==> config.mk <==
export PLATFORM = sky130hd
export DESIGN_NAME = dadda_sweep_ctrl_flat
export DESIGN_NICKNAME = d
export VERILOG_FILES = /design/src/rtl/dadda_sweep_if.sv /design/src/rtl/dadda_sweep_ctrl.sv /design/src/flat_wrapper.sv
export SDC_FILE = /design/constraint.sdc
export NUM_CORES = 1
export LEC_CHECK = 0
export ABC_CLOCK_PERIOD_IN_PS = 10650
export CELL_PAD_IN_SITES_DETAIL_PLACEMENT = 0
export CELL_PAD_IN_SITES_GLOBAL_PLACEMENT = 1
export CORE_MARGIN = 8
export CORE_UTILIZATION = 44
export DETAILED_ROUTE_END_ITERATION = 16
export GPL_ROUTABILITY_DRIVEN = 0
export PLACE_DENSITY = 0.81
export REMOVE_ABC_BUFFERS = 1
export SLEW_MARGIN = 20
export SYNTH_ARGS = -nofsm -noshare
export SYNTH_HDL_FRONTEND = slang
export SYNTH_SLANG_ARGS = --single-unit
==> constraint.sdc <==
create_clock -name clk -period 10.65 [get_ports clk]
set_input_delay 1.065 -clock clk [delete_from_list [all_inputs] [get_ports clk]]
set_output_delay 1.065 -clock clk [all_outputs]
set_load 0.02 [all_outputs]
==> src/rtl/dadda_sweep_if.sv <==
// Bundle between the sweep controller and its host / multiplier under test.
// The host side (master) requests sweeps and returns products; the controller side (slave) drives operands and reports.
interface dadda_sweep_if #(
  parameter int N = 8
);
  logic             start;
  logic             abort;
  logic [N-1:0]     mul_a;
  logic [N-1:0]     mul_b;
  logic [2*N-1:0]   mul_p;
  logic             busy;
  logic             done;
  logic [2*N:0]     err_count;
  logic [2*N-1:0]   max_ed;
  logic [4*N-1:0]   sum_ed;

  modport master (
    output start, abort, mul_p,
    input  mul_a, mul_b, busy, done, err_count, max_ed, sum_ed
  );

  modport slave (
    input  start, abort, mul_p,
    output mul_a, mul_b, busy, done, err_count, max_ed, sum_ed
  );
endinterface

==> src/rtl/dadda_sweep_ctrl.sv <==
// Exhaustive error-characterisation sweep for an approximate NxN multiplier:
// visits every (a,b) pair, waits MUL_LAT cycles, accumulates error statistics.
//
// state  | meaning
// IDLE   | results of last sweep held, waiting for start
// WAIT   | operands stable, letting the multiplier settle for MUL_LAT+1 cycles
// ACC    | compare returned product against exact one, step to next pair
// DONE   | one-cycle completion pulse
module dadda_sweep_ctrl #(
  parameter int N       = 8,
  parameter int MUL_LAT = 0
) (
  input  logic         clk,
  input  logic         rst,
  dadda_sweep_if.slave bus
);

  localparam int             CW    = (MUL_LAT > 0) ? $clog2(MUL_LAT + 1) : 1;
  localparam logic [CW-1:0]  LAT_C = CW'(MUL_LAT);
  localparam logic [N-1:0]   OP_MAX = '1;

  typedef enum logic [1:0] {S_IDLE, S_WAIT, S_ACC, S_DONE} state_e;

  state_e           state_q, state_d;
  logic [N-1:0]     a_q, a_d;
  logic [N-1:0]     b_q, b_d;
  logic [CW-1:0]    cnt_q, cnt_d;
  logic [2*N:0]     err_q, err_d;
  logic [2*N-1:0]   max_q, max_d;
  logic [4*N-1:0]   sum_q, sum_d;

  logic [2*N-1:0]   exact;
  logic [2*N-1:0]   ed;
  logic             last_pair;
  logic             busy, done;

  always_ff @(posedge clk or posedge rst) begin
    if (rst) begin
      state_q <= S_IDLE;
      a_q     <= '0;
      b_q     <= '0;
      cnt_q   <= '0;
      err_q   <= '0;
      max_q   <= '0;
      sum_q   <= '0;
    end else begin
      state_q <= state_d;
      a_q     <= a_d;
      b_q     <= b_d;
      cnt_q   <= cnt_d;
      err_q   <= err_d;
      max_q   <= max_d;
      sum_q   <= sum_d;
    end
  end

  assign last_pair = (a_q == OP_MAX) && (b_q == OP_MAX);

  always_comb begin
    state_d = state_q;
    case (state_q)
      S_IDLE: if (bus.start) state_d = S_WAIT;
      S_WAIT: begin
        if (bus.abort)           state_d = S_DONE;
        else if (cnt_q == LAT_C) state_d = S_ACC;
      end
      S_ACC: begin
        if (bus.abort || last_pair) state_d = S_DONE;
        else                        state_d = S_WAIT;
      end
      S_DONE:  state_d = S_IDLE;
      default: state_d = S_IDLE;
    endcase
  end

  always_comb begin
    busy = 1'b0;
    done = 1'b0;
    case (state_q)
      S_WAIT, S_ACC: busy = 1'b1;
      S_DONE:        done = 1'b1;
      default:       ;
    endcase
  end

  // Error distance is taken at full product width without wrap-around.
  always_comb begin
    exact = {{N{1'b0}}, a_q} * {{N{1'b0}}, b_q};
    ed    = (exact >= bus.mul_p) ? (exact - bus.mul_p) : (bus.mul_p - exact);
  end

  always_comb begin
    a_d   = a_q;
    b_d   = b_q;
    cnt_d = cnt_q;
    err_d = err_q;
    max_d = max_q;
    sum_d = sum_q;
    case (state_q)
      S_IDLE: begin
        if (bus.start) begin
          a_d   = '0;
          b_d   = '0;
          cnt_d = '0;
          err_d = '0;
          max_d = '0;
          sum_d = '0;
        end
      end
      S_WAIT: begin
        if (!bus.abort) cnt_d = cnt_q + 1'b1;
      end
      S_ACC: begin
        if (!bus.abort) begin
          err_d = err_q + {{(2*N){1'b0}}, (ed != '0)};
          max_d = (ed > max_q) ? ed : max_q;
          sum_d = sum_q + {{(2*N){1'b0}}, ed};
          if (!last_pair) begin
            a_d   = a_q + 1'b1;
            cnt_d = '0;
            if (a_q == OP_MAX) b_d = b_q + 1'b1;
          end
        end
      end
      default: ;
    endcase
  end

  assign bus.mul_a     = a_q;
  assign bus.mul_b     = b_q;
  assign bus.busy      = busy;
  assign bus.done      = done;
  assign bus.err_count = err_q;
  assign bus.max_ed    = max_q;
  assign bus.sum_ed    = sum_q;

endmodule

==> src/flat_wrapper.sv <==
// flat-port wrapper written by rule: the top's interface ports become plain ports
module dadda_sweep_ctrl_flat 
#(
  parameter int N       = 8,
  parameter int MUL_LAT = 0
)
  (clk, rst, bus_start, bus_abort, bus_mul_p, bus_mul_a, bus_mul_b, bus_busy, bus_done, bus_err_count, bus_max_ed, bus_sum_ed);
  dadda_sweep_if #(.N(N)) bus_i ();
  input  logic clk;
  input  logic rst;
  input wire logic [$bits(bus_i.start)-1:0] bus_start;
  input wire logic [$bits(bus_i.abort)-1:0] bus_abort;
  input wire logic [$bits(bus_i.mul_p)-1:0] bus_mul_p;
  output wire logic [$bits(bus_i.mul_a)-1:0] bus_mul_a;
  output wire logic [$bits(bus_i.mul_b)-1:0] bus_mul_b;
  output wire logic [$bits(bus_i.busy)-1:0] bus_busy;
  output wire logic [$bits(bus_i.done)-1:0] bus_done;
  output wire logic [$bits(bus_i.err_count)-1:0] bus_err_count;
  output wire logic [$bits(bus_i.max_ed)-1:0] bus_max_ed;
  output wire logic [$bits(bus_i.sum_ed)-1:0] bus_sum_ed;
  assign bus_i.start = bus_start;
  assign bus_i.abort = bus_abort;
  assign bus_i.mul_p = bus_mul_p;
  assign bus_mul_a = bus_i.mul_a;
  assign bus_mul_b = bus_i.mul_b;
  assign bus_busy = bus_i.busy;
  assign bus_done = bus_i.done;
  assign bus_err_count = bus_i.err_count;
  assign bus_max_ed = bus_i.max_ed;
  assign bus_sum_ed = bus_i.sum_ed;
  dadda_sweep_ctrl #(.N(N), .MUL_LAT(MUL_LAT)) u_core (.clk(clk), .rst(rst), .bus(bus_i));
endmodule
=== Yosys cells after proc, flatten, opt, wreduce, memory -nomap -nowiden ===
Cells that the tools add are included.

* Register bits after elaboration: 84
* Input port bits: 20
* Output and inout bits: 83
* Logic and storage cells: 73

* $add $sub $neg: 7
* $mul: 1
* $lt $le $gt $ge: 2
* Eq/ne operators: 12
* Multiplexer cells: 31
* Reduce and logical (&&, ||, !) cells: 13

{| class="wikitable"
|+ Operators with widths
! cell !! number
|-
| 16-bit two-way mux || 4
|-
| 32-bit two-way mux || 2
|-
| 32-bit one-hot mux with 2 select lines || 1
|-
| 8-bit two-way mux || 6
|-
| 17-bit two-way mux || 2
|-
| 17-bit one-hot mux with 2 select lines || 1
|-
| 32-bit by 16-bit adder with 32-bit output || 1
|-
| 16-bit one-hot mux with 2 select lines || 1
|-
| 8-bit one-hot mux with 2 select lines || 2
|-
| 16-bit subtractor || 2
|-
| 17-bit by 1-bit adder with 17-bit output || 1
|-
| 8-bit by 1-bit adder with 8-bit output (second input constant) || 2
|-
| 8-bit == test (second input constant) || 2
|-
| 16-bit >= comparator || 1
|-
| 16-bit greater-than comparator || 1
|-
| 8-bit by 8-bit multiplier with 16-bit output || 1
|-
| 16-bit nonzero test || 1
|-
| 5-bit AND reduction || 2
|-
| 2-bit two-way mux || 4
|-
| 2-bit != test (second input constant) || 4
|-
| 2-bit one-hot mux with 4 select lines || 1
|-
| 4-bit AND reduction || 2
|-
| 1-bit two-way mux || 6
|-
| 2-bit == test (second input constant) || 2
|-
| 13 further kinds || 14
|}

=== Longest topological paths before layout ===
Gate-level depths: netlist of the first run.

* Depth in word-level cells: 7
* Depth in mapped cells: 40

=== Worst setup path after synthesis of the first run ===
OpenSTA, ideal clock, no wires.

* Kind: register to register
* Start: reg u_core.b_q[7] (netlist: u_core.bus.mul_b[7])
* End: reg u_core.max_q[0] (netlist: u_core.bus.max_ed[0])
* Library setup time: 0.084 ns
* Data arrival time: 8.246 ns
* Required time: 10.566 ns
* Setup slack: 2.320 ns
* Stages on the path, launching flop included: 39
* Path buffers: 3
* Period minus slack after synthesis: 8.330 ns
* Path through: dfrtp_1 > clkbuf_1 > nand2_1 > fa_1 > fa_1 > inv_1 > fa_1 > inv_1 > fa_1 > inv_1 > ha_1 > inv_1 > o21bai_1 > a211o_1 > a31oi_1 > nor2b_1 > o21ai_0 > nor2b_1 > [... 3 more ...] > a211o_1 > o22ai_1 > a31oi_4 > buf_8 > o21ai_0 > xor2_1 > inv_1 > ha_1 > a21o_1 > a21o_1 > a21oi_1 > o21ai_0 > a21oi_1 > a31oi_1 > a21oi_1 > clkbuf_1 > nand2_1 > o21ai_0

* Cells in the longest elaborated chain, start to end: 6
* Elaborated cells between the ends (all ways): 11
* Those cells by class: add/sub (2); mul (1); order compare (2); eq/ne (1); mux (4); reduce/logical (1)

{| class="wikitable"
|+ Ends and longest elaborated chain
! what !! RTL line !! RTL
|-
| start: declaration || dadda_sweep_ctrl.sv:26 || <nowiki>logic [N-1:0] b_q, b_d;</nowiki>
|-
| start signal: assignment || dadda_sweep_ctrl.sv:41 || <nowiki>b_q <= '0;</nowiki>
|-
| start signal: assignment || dadda_sweep_ctrl.sv:49 || <nowiki>b_q <= b_d;</nowiki>
|-
| 8-bit by 8-bit multiplier with 16-bit output * || dadda_sweep_ctrl.sv:88 || <nowiki>exact = {{N{1'b0}}, a_q} * {{N{1'b0}}, b_q};</nowiki>
|-
| 16-bit subtractor or 16-bit >= comparator (tied branches) || dadda_sweep_ctrl.sv:89 || <nowiki>ed = (exact >= bus.mul_p) ? (exact - bus.mul_p) : (bus.mul_p - exact);</nowiki>
|-
| 16-bit two-way mux * || dadda_sweep_ctrl.sv:89 ||
|-
| 16-bit greater-than comparator or 16-bit two-way mux (tied branches) || dadda_sweep_ctrl.sv:116 || <nowiki>max_d = (ed > max_q) ? ed : max_q;</nowiki>
|-
| 2-bit by 1-bit != test with 1-bit output (no source line) or 16-bit two-way mux (tied branches) || n/a ||
|-
| 4-bit AND reduction (no source line) or 16-bit one-hot mux with 2 select lines (tied branches) || n/a ||
|-
| end signal: assignment || dadda_sweep_ctrl.sv:52 || <nowiki>max_q <= max_d;</nowiki>
|-
| end: declaration || dadda_sweep_ctrl.sv:29 || <nowiki>logic [2*N-1:0] max_q, max_d;</nowiki>
|}

Every way passes the cells marked *; elsewhere a longest branch is shown, timed or not. The select of a mux whose other input is x is not followed.
A chain may end at the register's enable or synchronous reset.

=== Worst setup path in the final report of the first run ===
* Start: reg u_core.a_q[0] (netlist: u_core.bus.mul_a[0])
* End: reg u_core.sum_q[27] (netlist: u_core.bus.sum_ed[27])

* Cells in the longest elaborated chain, start to end: 6
* Elaborated cells between the ends (all ways): 8
* Those cells by class: add/sub (3); mul (1); order compare (1); mux (3)

{| class="wikitable"
|+ Ends and longest elaborated chain
! what !! RTL line !! RTL
|-
| start: declaration || dadda_sweep_ctrl.sv:25 || <nowiki>logic [N-1:0] a_q, a_d;</nowiki>
|-
| start signal: assignment || dadda_sweep_ctrl.sv:40 || <nowiki>a_q <= '0;</nowiki>
|-
| start signal: assignment || dadda_sweep_ctrl.sv:48 || <nowiki>a_q <= a_d;</nowiki>
|-
| 8-bit by 8-bit multiplier with 16-bit output * || dadda_sweep_ctrl.sv:88 ||
|-
| 16-bit subtractor or 16-bit >= comparator (tied branches) || dadda_sweep_ctrl.sv:89 ||
|-
| 16-bit two-way mux * || dadda_sweep_ctrl.sv:89 ||
|-
| 32-bit by 16-bit adder with 32-bit output * || dadda_sweep_ctrl.sv:117 || <nowiki>sum_d = sum_q + {{(2*N){1'b0}}, ed};</nowiki>
|-
| 32-bit two-way mux * || dadda_sweep_ctrl.sv:114 || <nowiki>if (!bus.abort) begin</nowiki>
|-
| 32-bit one-hot mux with 2 select lines * || dadda_sweep_ctrl.sv:99 || <nowiki>case (state_q)</nowiki>
|-
| end signal: assignment || dadda_sweep_ctrl.sv:53 || <nowiki>sum_q <= sum_d;</nowiki>
|-
| end: declaration || dadda_sweep_ctrl.sv:30 || <nowiki>logic [4*N-1:0] sum_q, sum_d;</nowiki>
|}

Marks and branches as above.

==> results by group, run 1 <==
Worst setup path
  – Critical path peak fanout: 16
  – Kind of critical path: flop to flop
  – Crit path max-delay cell type: a31oi_4
  – Largest delay contributor family on the critical path: compound AO/OA/AOI/OAI gates
  – CP Launch Point: u_core.bus.mul_a[0]
  – R2R Setup Slk: 1.23 ns
  – Crit path DAT: 9.62 ns
  – Buf/Inv on CP: 5
  – Reg2reg end: u_core.bus.sum_ed[27]
  – Worst r2r path cells: 35
  – Setup crit end: u_core.bus.sum_ed[27]
  – Most used cell, CP: inv_1
  – Required time of the critical path: 10.85 ns
  – Max stage delay on crit path: 0.59 ns
  – CP Launch Type: flop
  – Critical path endpoint category: flop
  – Reg-to-reg startpoint: u_core.bus.mul_a[0]
  – CP Depth: 35

Final layout
  – Final nets: 1,240
  – N_diodes: 0
  – Ratio of cells with drive above 1 in the final layout: 0.03349
  – Area growth syn-to-layout: 17.92%

Timing
  – Fin crit share: 0.8842
  – Min Tclk post-route: 9.417 ns
  – Worst slew pin tran: 0.9415 ns
  – Clk_skew: 0.01122 ns
  – Final setup fails: 0
  – RSZ-0062 raised after global routing: false
  – Highest Clock Rate: 0.1062 GHz
  – Setup_tns: 0 ns
  – Worst hold slack: 0.5075 ns
  – Slew Limit Fails: 0
  – Slew HR: 0.3723
  – Final hold violation count: 0

Hold path
  – Min-delay worst type: flop to flop
  – Hold Path Depth: 2
  – Hold_sp: u_core.bus.max_ed[5]

Clocking
  – Skew-Pair Late Insertion Delay: 0.34 ns
  – Root buffer cell: clkbuf_16
  – Clock Sinks: 84
  – Clock transition at path regs: 0.06 ns
  – CTS buffer count: 9
  – Post-cts resize count: 0
  – TritonCTS clock tree: built
  – Post-CTS Setup Bufs: 0
  – Max clock buf depth: 2
  – Hold-fix buffers, CTS: 0
  – Max H-tree Level: 3

Status
  – Status: finished clean

Yosys
  – Post-Syn Area: 8623 µm²
  – EDFF count, synth: 0
  – Syn Area/Cell: 8.737 µm²
  – Yosys warns: 0
  – Post-synthesis cell type count: 62
  – Async S/R FF share, synth: 1.000
  – Sequential share of the synthesized area: 0.2438
  – Yosys top cell by area: dfrtp_1
  – Synth top area share: 0.2438
  – Synth area leaders: dfrtp_1, ha_1, fa_1
  – Post-Synthesis Cells: 987
  – Yosys reg bits: 84
  – Synth Flop Type: dfrtp_1

Global route
  – First-pass GRT wire length: 35,590 µm
  – Vias in the first global route: 7,059
  – Largest net degree at the start of global routing: 62
  – Met3 global-route usage: 0.02992
  – Grt ovf: 0
  – Initial antenna violation count: 0
  – GRT busiest layer: met2
  – Grt met1 use: 0.2398
  – Overall routing resource usage: 0.1790
  – GR Util met2: 0.2941

Routing
  – DRT Wirelength: 21,280 µm
  – Drt drc: 0
  – Total number of vias: 7,051
  – 1st-pass router iterations: 5
  – Via density: 5.262
  – Antenna-violating nets left: 0
  – Drt wl/cell: 15.88 µm
  – Initial drt markers: 332

Place
  – Post-DP HPWL: 16,900 µm
  – IO Port Bufs: 102

Power and ir drop
  – Leakage: 0.004933 µW
  – PD cells: 151.7 nW/µm²
  – Maximum VDD drop: 0.0001329 V

Floorplanning
  – Site Rows: 51
  – Core Box Area: 19,330 µm²
  – I/O pins: 103
  – Die Wd: 156.0 µm
  – Die height: 156.0 µm
  – Die ar.: 24,330 µm²
  – Initial Util: 0.4460

Run
  – Number of max-cap violations: 0
[sequential cells by signal (all words and copies together), names as in the netlist]
register,count
u_core.bus.sum_ed,32
u_core.bus.err_count,17
u_core.bus.max_ed,16
u_core.bus.mul_a,8
u_core.bus.mul_b,8
u_core.state_q,2
u_core.cnt_q,1
[placed cells by master (no fill, tap or decap), drive strengths merged, types with 27 or more instances in the layout]
cell type,Yosys,layout
xor2,48,48
ha,111,111
dfrtp,84,84
nor2,66,66
a21oi,56,56
clkdlybuf4s50,0,102
xnor2,32,32
nand2,74,74
a21o,27,27
fa,39,39
and2,59,59
inv,121,120
o21ai,44,44
[synth_stat cells, drive strengths merged (9+ instances only)]
cell type  number
nor2           66
nor3           12
or3            11
a21o           27
nor2b          12
and3           11
nand2          74
inv           121
fa             39
xor2           48
and2           59
nand3          19
clkbuf         25
a21oi          56
xnor2          32
a22o           24
a31oi          10
ha            111
nand4          23
dfrtp          84
buf             9
o21ai          44
mux2i          13
[per-stage QoR]
stage          power [µW]    util  area [µm²]  setup slack, ns  cells
2_1_floorplan       930.0       -        8463            2.319    953
3_5_place_dp         1215  0.5094        9849            1.280   1324
4_1_cts              1557  0.5259       10170            1.264   1340
6_report             1543  0.5259       10170            1.233   1340
3_3_place_gp         1208  0.5094        9849            1.477   1324
5_1_grt              1653  0.5259       10170           0.4550   1340
[power by group]
part	total [µW]	internal (µW)	switching [µW]
sequential	451	377	74.1
clock	336	212	125
combinational	755	315	440
[worst reg2reg max path, delay by kind of cell (launching register included)]
family | cells | cell delay [ns]
adder cells (fa/ha/maj) | 7 | 3.27
multiplexers | 1 | 0.30
buffers and inverters | 5 | 0.38
XOR/XNOR | 3 | 0.59
AO/OA/AOI/OAI | 15 | 3.67
flip-flops | 1 | 0.57
AND/OR/NAND/NOR | 4 | 0.55
[how the worst min path moves through the flow]
stage                           endpoint  slack (ns)
detailed placement  u_core.bus.max_ed[5]        0.50
global placement    u_core.bus.max_ed[5]        0.50
global route        u_core.bus.max_ed[2]        0.55
finish              u_core.bus.max_ed[5]        0.51
CTS                 u_core.bus.max_ed[5]        0.51
floorplan                   u_core.cnt_q        0.50
[area by class of cell]
| type | instances | area, µm² |
|---|---|---|
| inverter | 121 | 455.4 |
| fill | 1877 | 9166 |
| sequential | 84 | 2102 |
| clock buffer | 12 | 246.5 |
| clock inverter | 4 | 72.57 |
| timing repair buffer | 106 | 1051 |
| multi-input combinational | 748 | 5909 |
| tap | 265 | 331.6 |
[logic make-up (layout without fill, tap and decap cells)]
family	Yosys count	after routing	share of synthesized area
simple gates	301	301	0.1776
fa+ha+maj	150	150	0.2516
xor+xnor	80	80	0.08125
flops	84	84	0.2438
compound gates	204	204	0.1595
buf+inv	155	243	0.07124
mux	13	13	0.01509
[per-layer routing]
layer / routed length (µm) / part of all wire
met4: 324 / 0.015
met5: 0 / 0
met1: 10070 / 0.47
met2: 10050 / 0.47
met3: 826 / 0.039
Note: power is estimated with default switching activity, not from simulation.
==> run 2: changes to the inputs <==
--- a/config.mk
+++ b/config.mk
@@ -8,7 +8,7 @@
 export ABC_CLOCK_PERIOD_IN_PS = 10650
 export CELL_PAD_IN_SITES_DETAIL_PLACEMENT = 0
 export CELL_PAD_IN_SITES_GLOBAL_PLACEMENT = 1
-export CORE_MARGIN = 8
+export CORE_MARGIN = 4
 export CORE_UTILIZATION = 44
 export DETAILED_ROUTE_END_ITERATION = 16
 export GPL_ROUTABILITY_DRIVEN = 0
==> results by group, run 2 (synthesis results as in run 1) <==
Global route
  – Vias in the first global route: 7,041
  – Largest net degree at the start of global routing: 70
  – First-pass GRT wire length: 35,540 µm
  – Grt ovf: 0
  – Overall routing resource usage: 0.1957
  – Initial antenna violation count: 0

Clocking
  – Max clock buf depth: 2
  – CTS buffer count: 9
  – Hold-fix buffers, CTS: 0
  – Max H-tree Level: 3
  – Root buffer cell: clkbuf_16
  – Post-CTS Setup Bufs: 0
  – Skew-Pair Late Insertion Delay: 0.34 ns
  – Clock Sinks: 84
  – Post-cts resize count: 0
  – TritonCTS clock tree: built
  – Clock transition at path regs: 0.06 ns

Routing
  – Drt wl/cell: 15.70 µm
  – DRT Wirelength: 20,940 µm
  – Antenna-violating nets left: 0
  – Via density: 5.255
  – Metal3 WL: 726 µm
  – Initial drt markers: 271
  – Metal-1 WL: 10,500 µm
  – Top layer reached by signal wires: met4
  – Drt drc: 0
  – Total number of vias: 7,010
  – Wire length on met2: 9490 µm
  – 1st-pass router iterations: 5

Timing
  – Setup_tns: 0 ns
  – Final hold violation count: 0
  – Clk_skew: 0.01064 ns
  – Fin crit share: 0.8832
  – RSZ-0062 raised after global routing: false
  – Worst slew pin tran: 0.9566 ns
  – Highest Clock Rate: 0.1063 GHz
  – Slew Limit Fails: 0
  – Slew HR: 0.3623
  – Min Tclk post-route: 9.406 ns
  – Final setup fails: 0

Final layout
  – Final nets: 1,239
  – Most common cell after layout, fill and taps aside: inv_1
  – N_diodes: 0
  – Max FFs per register: 32
  – Commonest cells after routing, fill and taps aside: inv_1, ha_1, clkdlybuf4s50_1, dfrtp_1, nand2_1
  – Ratio of cells with drive above 1 in the final layout: 0.03166
  – Area growth syn-to-layout: 17.16%

Place
  – IO Port Bufs: 102
  – Post-DP HPWL: 16,430 µm

Power and ir drop
  – Maximum VDD drop: 0.0001715 V
  – PD cells: 147.3 nW/µm²
  – Design Power: 1488 µW
  – Leakage: 0.004903 µW

Floorplanning
  – Site Rows: 50
  – Die ar.: 21,900 µm²
  – Die Wd: 148.0 µm
  – Die height: 148.0 µm
  – I/O pins: 103
  – Core Box Area: 19,020 µm²
  – Initial Util: 0.4534

Worst setup path
  – Crit path max-delay cell type: a31oi_4
  – Reg-to-reg startpoint: u_core.bus.mul_a[2]
  – CP Launch Type: flop
  – R2R Setup Slk: 1.24 ns
  – Reg2reg end: u_core.bus.sum_ed[25]
  – CP Launch Point: u_core.bus.mul_a[2]
  – Max stage delay on crit path: 0.62 ns
  – Setup crit end: u_core.bus.sum_ed[25]
  – Critical path peak fanout: 16
  – Crit path DAT: 9.61 ns
  – Kind of critical path: flop to flop
  – Worst r2r path cells: 34
  – Required time of the critical path: 10.86 ns
  – Critical path endpoint category: flop

Run
  – Number of max-cap violations: 0

Hold path
  – Min-delay worst type: flop to flop

Status
  – Status: finished clean
run 2: how the worst min path moves through the flow:
stage	start	to	cells after the start
after global placement	u_core.bus.max_ed[5]	u_core.bus.max_ed[5]	2
after CTS	u_core.bus.max_ed[2]	u_core.bus.max_ed[2]	2
after global routing	u_core.bus.max_ed[7]	u_core.bus.max_ed[7]	2
final	u_core.bus.max_ed[2]	u_core.bus.max_ed[2]	2
after floorplan	u_core.cnt_q	u_core.cnt_q	1
after detailed placement	u_core.bus.max_ed[2]	u_core.bus.max_ed[2]	2
run 2: final cells by class:
class	instances	area [µm²]
Clock inverter	4	26.28
Timing Repair Buffer	105	1044
Clock buffer	12	236.5
Multi-Input combinational cell	748	5914
Inverter	121	455.4
Sequential cell	84	2102
Tap cell	260	325.3
Fill cell	1819	8915
run 2: routing by layer:
metal / GRT usage / vias to the layer above
li1: - / 3502
met1: 0.2870 / 3358
met2: 0.3103 / 133
met3: 0.02943 / 17
met4: 0.03603 / 0
met5: 0 / -
run 2: per-stage QoR:
stage / setup slack (ns) / area [µm²] / hold WS, ns / utilization / instances
after floorplan: 2.319 / 8463 / 0.4996 / - / 953
after global placement: 1.523 / 9841 / 0.5013 / 0.5174 / 1318
after detailed placement: 1.311 / 9841 / 0.5101 / 0.5174 / 1318
after CTS: 1.283 / 10100 / 0.5248 / 0.5313 / 1334
after global routing: 0.5494 / 10100 / 0.5593 / 0.5313 / 1334
final: 1.244 / 10100 / 0.5194 / 0.5313 / 1334
run 2: where the power goes:
part / internal [µW] / total, µW / switching, µW
clock: 158 / 286 / 128
combinational: 312 / 752 / 440
sequential: 377 / 450 / 73.4
total: 847 / 1490 / 641
run 2: critical path, delay by kind of cell, from the launching register on:
family,cells,cell delay [ns]
adders and majority gates,7,3.08
buffers and inverters,3,0.23
muxes,1,0.29
xor gates and xnor gates,3,0.54
DFF,1,0.53
and+or+nand+nor,4,0.65
AOI/OAI and AO/OA,16,3.96
